$ cat config.mk
export PLATFORM = sky130hd
export DESIGN_NAME = regfile_wr_arb
export DESIGN_NICKNAME = d
export VERILOG_FILES = /design/src/rtl/regfile_wr_arb_pkg.sv /design/src/rtl/regsel_decode.sv /design/src/rtl/regfile_wr_arb.sv
export SDC_FILE = /design/constraint.sdc
export NUM_CORES = 1
export LEC_CHECK = 0
export ABC_AREA = 1
export BUFFER_PORTS_ARGS = -buffer_cell sky130_fd_sc_hd__buf_2
export CAP_MARGIN = 0
export CORE_MARGIN = 3
export CORE_UTILIZATION = 45
export DETAILED_ROUTE_END_ITERATION = 16
export GPL_ROUTABILITY_DRIVEN = 0
export MAX_ROUTING_LAYER = met4
export PLACE_DENSITY = 0.87
export SLEW_MARGIN = 30
export SYNTH_ARGS = -nofsm -noshare
export SYNTH_HDL_FRONTEND = slang
export SYNTH_SLANG_ARGS = --single-unit
export TNS_END_PERCENT = 1
$ cat constraint.sdc
create_clock -name clk -period 3.15 [get_ports clk]
set_input_delay 0.1575 -clock clk [delete_from_list [all_inputs] [get_ports clk]]
set_output_delay 0.1575 -clock clk [all_outputs]
set_load 0.02 [all_outputs]
$ cat src/rtl/regfile_wr_arb_pkg.sv
// rtl/regfile_wr_arb_pkg.sv - shared constants and requester ids for the register-file write arbiter
package regfile_wr_arb_pkg;

  localparam int REG_ADDR_W = 5;
  localparam logic [REG_ADDR_W-1:0] ZERO_REG = '0;

  typedef enum logic {
    REQ_ALU  = 1'b0,
    REQ_LOAD = 1'b1
  } req_id_t;

endpackage

$ cat src/rtl/regsel_decode.sv
// rtl/regsel_decode.sv - register address to one-hot write-enable decoder with enable
module regsel_decode
  import regfile_wr_arb_pkg::*;
#(
  parameter int NREG = 32
) (
  input  logic                  en,
  input  logic [REG_ADDR_W-1:0] addr,
  output logic [NREG-1:0]       onehot
);

  always_comb begin
    onehot = '0;
    for (int k = 0; k < NREG; k++) begin
      if (en && (32'(addr) == k)) onehot[k] = 1'b1;
    end
  end

endmodule

$ cat src/rtl/regfile_wr_arb.sv
// rtl/regfile_wr_arb.sv - two-requester register-file write arbiter with registered write beat
// REGARB_ROUNDROBIN_EN: defined selects round-robin ties; undefined gives the load port fixed priority.
module regfile_wr_arb
  import regfile_wr_arb_pkg::*;
#(
  parameter int DATA_W = 32,
  parameter int NREG   = 32
) (
  input  logic                  clk,
  input  logic                  reset,
  input  logic                  req0_valid,
  output logic                  req0_ready,
  input  logic [REG_ADDR_W-1:0] req0_addr,
  input  logic [DATA_W-1:0]     req0_data,
  input  logic                  req1_valid,
  output logic                  req1_ready,
  input  logic [REG_ADDR_W-1:0] req1_addr,
  input  logic [DATA_W-1:0]     req1_data,
  input  logic                  hold,
  output logic [NREG-1:0]       Dselect,
  output logic [DATA_W-1:0]     dbus,
  output logic                  grant_id,
  output logic [15:0]           wr_count
);

  req_id_t               win_id;
  req_id_t               tie_pick;
  logic                  xfer;
  logic [REG_ADDR_W-1:0] win_addr;
  logic [DATA_W-1:0]     win_data;
  logic [NREG-1:0]       dsel_next;
  logic [NREG-1:0]       dsel_q;

`ifdef REGARB_ROUNDROBIN_EN
  req_id_t last_grant;

  assign tie_pick = (last_grant == REQ_LOAD) ? REQ_ALU : REQ_LOAD;

  // Reset to LOAD so the ALU port takes the first tie.
  always_ff @(posedge clk) begin
    if (reset) last_grant <= REQ_LOAD;
    else if (xfer) last_grant <= win_id;
  end
`else
  assign tie_pick = REQ_LOAD;
`endif

  always_comb begin
    win_id = REQ_ALU;
    if (req0_valid && req1_valid) win_id = tie_pick;
    else if (req1_valid) win_id = REQ_LOAD;
  end

  assign req0_ready = !reset && !hold && req0_valid && (win_id == REQ_ALU);
  assign req1_ready = !reset && !hold && req1_valid && (win_id == REQ_LOAD);
  assign xfer       = req0_ready || req1_ready;
  assign win_addr   = (win_id == REQ_LOAD) ? req1_addr : req0_addr;
  assign win_data   = (win_id == REQ_LOAD) ? req1_data : req0_data;

  regsel_decode #(
    .NREG(NREG)
  ) u_regsel_decode (
    .en    (xfer && (win_addr != ZERO_REG)),
    .addr  (win_addr),
    .onehot(dsel_next)
  );

  always_ff @(posedge clk) begin
    if (reset) begin
      dsel_q   <= '0;
      dbus     <= '0;
      grant_id <= 1'b0;
      wr_count <= '0;
    end else begin
      dsel_q <= dsel_next;
      if (xfer) begin
        dbus     <= win_data;
        grant_id <= win_id;
      end
      if ((|Dselect) && (wr_count != 16'hFFFF)) wr_count <= wr_count + 16'd1;
    end
  end

  // A beat registered just before reset is dropped while reset is high.
  assign Dselect = reset ? '0 : dsel_q;

endmodule

=== Word-level counts from Yosys, hierarchy flattened ===
Cells that the tools add are included.
Widths: inputs -> output; s select.

* Equal/unequal tests: 32
* Order comparisons: 0
* $mul: 0
* Div/mod/pow operators: 0
* Bitwise operators: 1
* Shifts and indexed selects: 0
* Add/sub/neg operators: 1
* Muxes and demuxes: 37
* Reductions and logical operators: 46

{| class="wikitable"
|+ Operators with widths
! kind !! number
|-
| $eq 5x5->1 const B || 16
|-
| $mux 32 || 2
|-
| $eq 5x4->1 const B || 8
|-
| $logic_and 1x1->1 || 40
|-
| $mux 1 || 34
|-
| $reduce_or 32->1 || 1
|-
| $eq 5x3->1 const B || 4
|-
| $add 16x1->16 const B || 1
|-
| $ne 16x16->1 const B || 1
|-
| $eq 5x2->1 const B || 2
|-
| $eq 5x1->1 const B || 1
|-
| $logic_not 5->1 || 1
|-
| $mux 5 || 1
|-
| $reduce_bool 5->1 || 1
|-
| $logic_not 1->1 || 2
|-
| $logic_or 1x1->1 || 1
|-
| $not 1->1 || 1
|}

* Bits in registers: 81
* Bits in latches: 0
* Word-level logic and storage cells: 121
* Memories kept: 0
* Input port bits: 79
* Output and inout bits: 83
* RAM bits: 0
* ROM bits: 0

=== Logic depth before layout (Yosys ltp) ===
Gate-level depths: netlist of run 1.

* Depth in word-level cells: 8
* Mapped depth: 13
* Mapped depth without buffers: 10

=== Hierarchy ===
Synthesis of run 1 repeated with hierarchy kept, for this count alone.

* Cells, all modules: 640
* Area, all modules: 3,951.3 µm²

{| class="wikitable"
|+ By module, submodules not included
! module !! area an instance (µm²) !! instances !! sequential area each (µm²) !! cells each
|-
| regfile_wr_arb || 3,684.8 || 1 || 1,621.6 || 573
|-
| regsel_decode || 266.5 || 1 || 0.0 || 67
|}

=== Least setup slack after synthesis of run 1 ===
OpenSTA, ideal clock, no wires.

* Path kind: reg-to-reg
* From: reg wr_count[0]
* To: reg wr_count[0]
* Clock period less this slack: 1.743 ns
* Setup slack: 1.407 ns
* Library setup time: 0.116 ns
* Cell stages (with the launch flop): 10
* Arrival: 1.628 ns
* Path buffers: 1
* Required time: 3.034 ns
* Cell sequence: dfxtp_1 -> ha_1 -> nand3_1 -> inv_1 -> nand3_1 -> nor2_1 -> buf_4 -> inv_1 -> a21oi_1 -> nor2_1

* Longest elaborated chain between the ends: 2
* Elaborated cells on any way between the ends: 3
* Those cells by class: 1 x add/sub; 1 x eq/ne; 1 x reduce/logical

{| class="wikitable"
|+ Ends and longest elaborated chain
! item !! line !! RTL
|-
| from (decl) || regfile_wr_arb.sv:23 || <nowiki>output logic [15:0] wr_count</nowiki>
|-
| from (signal assigned) || regfile_wr_arb.sv:80 || <nowiki>if ((|Dselect) && (wr_count != 16'hFFFF)) wr_count <= wr_count + 16'd1;</nowiki>
|-
| parallel branches: the longest is 2 deep, another holds $add 16x1->16 || n/a ||
|}

Parallel ways; which one is timed is not known.
A chain may end at the register's enable or synchronous reset.

=== Final worst setup path of run 1 ===
* From: reg wr_count[0]
* To: reg wr_count[1]

Same word-level chain as after synthesis.

==> results.yml, run 1 <==
power:
  comb_power_share: 0.144
  power_frac_clock: 0.361
  p_leak_nw: 2.579
  power_frac_seq: 0.494
  switching_power_mw: 0.5877
  p_int_mw: 1.609
  p_sw_frac: 0.2675
  vdd_drop_max_mv: 0.2529
  p_total_mw: 2.197
  power_per_cell_area_nw_per_um2: 471.1
global_routing:
  grt_max_degree: 65
  grt_pass1_wl_um: 15230
  grt_pass1_vias: 3517
  overflow: 0
  antenna_found_initial: 0
  grtUsageTotal: 0.2144
worst_setup_path:
  worstPathArrival_ns: 2.47
  critical_path_class: "reg2reg"
  reg2regPathDepth: 8
  cp-start-kind: "flop"
  crit_path_max_fanout: 12
  worst_setup_path_end_kind: "flop"
  crit_required_ns: 3.39
timing:
  finClkSkew_ns: 0.007302
  fin_ws_ns: 0.9178
  fin_crit_sh: 0.7086
  fmax_mhz: 448.0
  relSlewSlack: 0.4922
  finalHoldViolCount: 0
  period_needed_ns: 2.232
  report.final.slew_viol_count: 0
  rsz0062_at_grt: "no"
  finalSetupViolCount: 0
  fin_setup_tns_ns: 0
  worst_slew_pin_slew_ns: 0.7617
clock_tree:
  cts_tree: "built"
  clock_latency_ns: 0.35
  clk_path_buf_depth: 2
  numCtsBuffers: 9
  post-cts-setup-buffer-count: 0
  cts_hold_buf: 0
  cts.sinks: 81
  clockRootBuffer: "clkbuf_8"
  clkTransAtPathRegs_ns: 0.08
  cts-resized-gates: 0
  htree_levels: 3
placed_design:
  postPlaceCellArea_um2: 4467
  post-place-ws_ns: 0.9076
  port_buffers: 161
  place.detailed.hpwl_um: 7283
yosys:
  synthTopCellsByArea: "dfxtp_1 (44%), nand2_1 (17%), nor2_1 (9.3%)"
  syn_area_per_cell_um2: 6.843
  ys_seq_elements: 81
  ys_seq_area_frac: 0.4396
  synth_top_area_cell: "dfxtp_1"
  syn_inst: 539
  yosys_warnings: 0
  synth.cell_area_um2: 3689
  synth.distinct_cells: 22
  mappedNetlistNets: 619
  yosysTopAreaCellShare: 0.4396
min_path:
  holdPathStages: 3
  hp-class: "in2reg"
route:
  drtAntennaViolNets: 0
  dr.pass1.iters: 4
  vias: 3920
  drc: 0
  wl_per_cell_um: 12.41
  drt_first_iter_violations: 144
  routed_via_density: 4.968
  wl_um: 9794
finish:
  multi_input_area_um2: 1698
  seq_area_um2: 1622
  drive_gt1_frac: 0.2838
  area_growth_pct: 26.46
  finalInstanceArea_um2: 4664
  fill_cells: 733
  n_antenna_cell: 0
  finalNetCount: 764
die:
  die_y_um: 96.54
  core-area_um2: 7848
  row_count: 32
  dieArea_um2: 9319
  initial_core_util: 0.4700
  die_x_um: 96.54
  io_pins: 162
run_status:
  outcome: "finished clean"
flow_run:
  cap_violations: 0
## area by class of cell
| class | count | share of cell area |
|---|---|---|
| Inverter | 51 | 0.04104 |
| Clock inverter | 4 | 0.01502 |
| Multi-Input combinational cell | 377 | 0.3640 |
| Clock buffer | 10 | 0.02736 |
| Tap cell | 102 | 0.02736 |
| Sequential cell | 81 | 0.3476 |
| Timing Repair Buffer | 164 | 0.1776 |
## layout by cell type, fill, tap and decap left out, drive strengths merged
| master | count |
|---|---|
| a21oi | 17 |
| a31oi | 32 |
| buf | 164 |
| bufinv | 2 |
| clkbuf | 10 |
| clkinv | 2 |
| conb | 1 |
| dfxtp | 81 |
| ha | 1 |
| inv | 51 |
| nand2 | 169 |
| nand3 | 23 |
| nand4 | 3 |
| nor2 | 91 |
| o21a | 2 |
| o21ai | 38 |
## power by group through the flow
stage | logic, mW | registers, mW | clock network (mW)
floorplan | 0.170 | 1.15 | 0
global placement | 0.309 | 1.11 | 0
detailed placement | 0.319 | 1.11 | 0
CTS | 0.319 | 1.09 | 0.808
global route | 0.354 | 1.09 | 0.852
finish | 0.317 | 1.09 | 0.794
## kinds of logic (layout without fill, tap and decap cells)
kind of cell               after synthesis  after routing  synth area share
other                                    1              1          0.001017
buffers and inverters                   81            229            0.1007
AOI/OAI and AO/OA                       89             89            0.1330
adders and majority gates                1              1          0.003392
DFF                                     81             81            0.4396
and+or+nand+nor                        286            286            0.3222
## final timing paths
kind,end,start,slack (ns)
hold / removal,dbus[17],req1_data[17],0.07
setup / recovery,wr_count[1],wr_count[0],0.92
hold reg to reg,grant_id,grant_id,0.47
setup reg to reg,wr_count[1],wr_count[0],0.92
## registers in the layout (all words and copies together) (netlist names)
register / cells
dbus: 32
dsel_q: 32
grant_id: 1
wr_count: 16
## through the flow
step | utilization | hold slack, ns | cells
finish | 0.5944 | 0.06540 | 789
global route | 0.5944 | 0.04649 | 789
global placement | 0.5692 | 0.4249 | 775
CTS | 0.5944 | 0.04832 | 789
floorplan | - | 0.3177 | 539
detailed placement | 0.5692 | 0.4300 | 775
## critical path: stages, from the launching register on
cell	delay, ns
dfxtp_1	0.45
ha_1	0.21
nand3_1	0.10
inv_1	0.12
nand3_1	0.16
nor2_1	0.60
inv_1	0.23
a21oi_1	0.20
nor2_1	0.06
## Yosys cell counts
library cell	number
nand4_1	2
buf_2	8
clkbuf_1	10
nand2_1	168
o21a_1	2
nand3_2	14
o21ai_0	38
dfxtp_1	81
a31oi_1	32
a21oi_1	17
conb_1	1
inv_2	1
ha_1	1
nand3_1	9
buf_6	5
clkbuf_2	1
buf_1	1
buf_4	5
inv_1	50
nand4_2	1
nand2_2	1
nor2_1	91
## layer usage
metal | vias to the layer above | part of all wire | GRT usage | wire length (um)
met3 | 14 | 0.067 | 0.04957 | 657
li1 | 1985 | - | - | -
met4 | 0 | 0.014 | 0.07126 | 141
met2 | 159 | 0.49 | 0.3592 | 4789
met5 | - | 0 | - | 0
met1 | 1762 | 0.43 | 0.2546 | 4206
(Power assumes the default switching activity.)
==> inputs of run 2 (changes only) <==
clock period = 2.2 ns   (was 3.15 ns; I/O delays follow)
==> run 2 against run 1 <==
Compared with the run above:
- register-to-register slack got worse by 0.51 ns
- global-route usage increased by 0.27 points
- design area increased by 0.72%
- critical endpoint is now wr_count[14]
- largest cell class unchanged
- non-clock buffer count increased by 3
==> results.yml, run 2 (same netlist as run 1, synthesis figures left out) <==
worst_setup_path:
  cpPeakStageDelay_ns: 0.47
  worstPathCellList: "ha_1, nand3_1, inv_1, nand3_1, nor2_1, buf_4, nor2_1, a21oi_1, nor2_1"
  crit_path_max_fanout: 12
  cp-start-kind: "flop"
  critical_path_class: "reg2reg"
  path_delay_family: "simple AND/OR/NAND/NOR gates"
  cpMaxStageDelayCell: "dfxtp_1"
  worstPathArrival_ns: 2.03
  crit_required_ns: 2.44
  path_buf_inv: 2
  cp_common_cell: "nor2_1"
  worst_setup_path_end_kind: "flop"
power:
  p_leak_nw: 2.591
  power_per_cell_area_nw_per_um2: 647.3
  power_frac_seq: 0.512
  p_int_mw: 2.122
  p_sw_frac: 0.3024
  power_frac_clock: 0.334
  switching_power_mw: 0.9195
  comb_power_share: 0.154
  vdd_drop_max_mv: 0.3568
die:
  die_x_um: 96.54
  die_y_um: 96.54
  core-area_um2: 7848
  io_pins: 162
  dieArea_um2: 9319
  row_count: 32
  initial_core_util: 0.4700
clock_tree:
  clock_latency_ns: 0.35
  cts_tree: "built"
  numCtsBuffers: 9
  clk_path_buf_depth: 2
  clockRootBuffer: "clkbuf_8"
  htree_levels: 3
  cts_hold_buf: 0
  cts-resized-gates: 0
  clkTransAtPathRegs_ns: 0.09
  cts.sinks: 81
  post-cts-setup-buffer-count: 0
placed_design:
  place.detailed.hpwl_um: 7437
  port_buffers: 161
  postPlaceCellArea_um2: 4514
global_routing:
  grt_max_degree: 65
  grtUsageTotal: 0.2172
  grt_pass1_wl_um: 15640
  antenna_found_initial: 0
  overflow: 0
  grt_pass1_vias: 3656
route:
  wl_met1_um: 4064
  drc: 0
  routed_via_density: 4.929
  dr.pass1.iters: 4
  highest_layer: "met4"
  dr_wl_met2_um: 4634
  wl_um: 9697
  wl_met3_um: 775
  drt_first_iter_violations: 124
  vias: 3914
  drtAntennaViolNets: 0
  wl_per_cell_um: 12.21
finish:
  final_common_cell: "nand2_1"
  seq_area_um2: 1622
  area_growth_pct: 27.37
  fill_cells: 723
  multi_input_area_um2: 1698
  finalInstanceArea_um2: 4698
  top_regs: "dbus x32, dsel_q x32, wr_count x16"
  final_cell_mix: "nand2_1 (167), buf_2 (161), nor2_1 (91)"
  finalNetCount: 767
  drive_gt1_frac: 0.2905
  fin_util: 0.5987
  n_antenna_cell: 0
run_status:
  outcome: "finished clean"
min_path:
  hp-class: "in2reg"
flow_run:
  cap_violations: 0
timing:
  finalSetupViolCount: 0
  report.final.slew_viol_count: 0
  finClkSkew_ns: 0.01504
  fin_setup_tns_ns: 0
  rsz0062_at_grt: "no"
  finalHoldViolCount: 0
  fmax_mhz: 558.0
  fin_crit_sh: 0.8146
  period_needed_ns: 1.792
[run 2: changes by cell type in the layout (fill, tap and decap cells not counted)]
cell / delta
clkbuf_1: -1
buf_4: +1
clkinv_2: -2
inv_6: +3
clkinv_4: +3
bufinv_16: -2
clkinvlp_4: +1
buf_12: +2
[run 2: metrics by stage]
step | hold slack (ns) | setup WS (ns) | std cells | power, mW
3_3_place_gp | 0.3784 | 0.3500 | 778 | 2.046
3_5_place_dp | 0.3851 | 0.3257 | 778 | 2.058
5_1_grt | 0.009073 | 0.2439 | 794 | 3.198
6_report | 0.01905 | 0.4078 | 794 | 3.041
4_1_cts | 0.002765 | 0.4294 | 794 | 3.070
2_1_floorplan | 0.2702 | 0.4567 | 539 | 1.893
[run 2: worst min-delay path, cell delays in order]
cell	delay [ns]
buf_2	0.09
nand2_1	0.05
a31oi_1	0.07
[run 2: worst paths after layout]
check | startpoint | to | slack [ns] | depth (start not counted)
setup reg to reg | wr_count[0] | wr_count[14] | 0.41 | 9
hold / removal | req1_data[24] | dbus[24] | 0.02 | 3
hold reg to reg | grant_id | grant_id | 0.47 | 2
setup / recovery | wr_count[0] | wr_count[14] | 0.41 | 9
[run 2: final cells by class]
cell class              instances  share of cell area
well taps                     102             0.02716
clock buffers                   9             0.02636
flip-flops and latches         81              0.3451
inverters                      51             0.04075
multi-input cells             377              0.3614
clock inverters                 7             0.01278
repair buffers                167              0.1864
[run 2: layer usage]
metal,vias up,track usage
met2,165,0.3575
met4,0,0.08762
li1,1996,-
met1,1732,0.2529
met5,-,-
met3,21,0.05655
[run 2: power groups by stage]
| stage | Combinational, mW | Clock, mW | Sequential (mW) |
|---|---|---|---|
| detailed placement | 0.470 | 0 | 1.59 |
| global route | 0.524 | 1.11 | 1.56 |
| finish | 0.468 | 1.02 | 1.56 |
| CTS | 0.471 | 1.04 | 1.56 |
| floorplan | 0.243 | 0 | 1.65 |
| global placement | 0.460 | 0 | 1.59 |
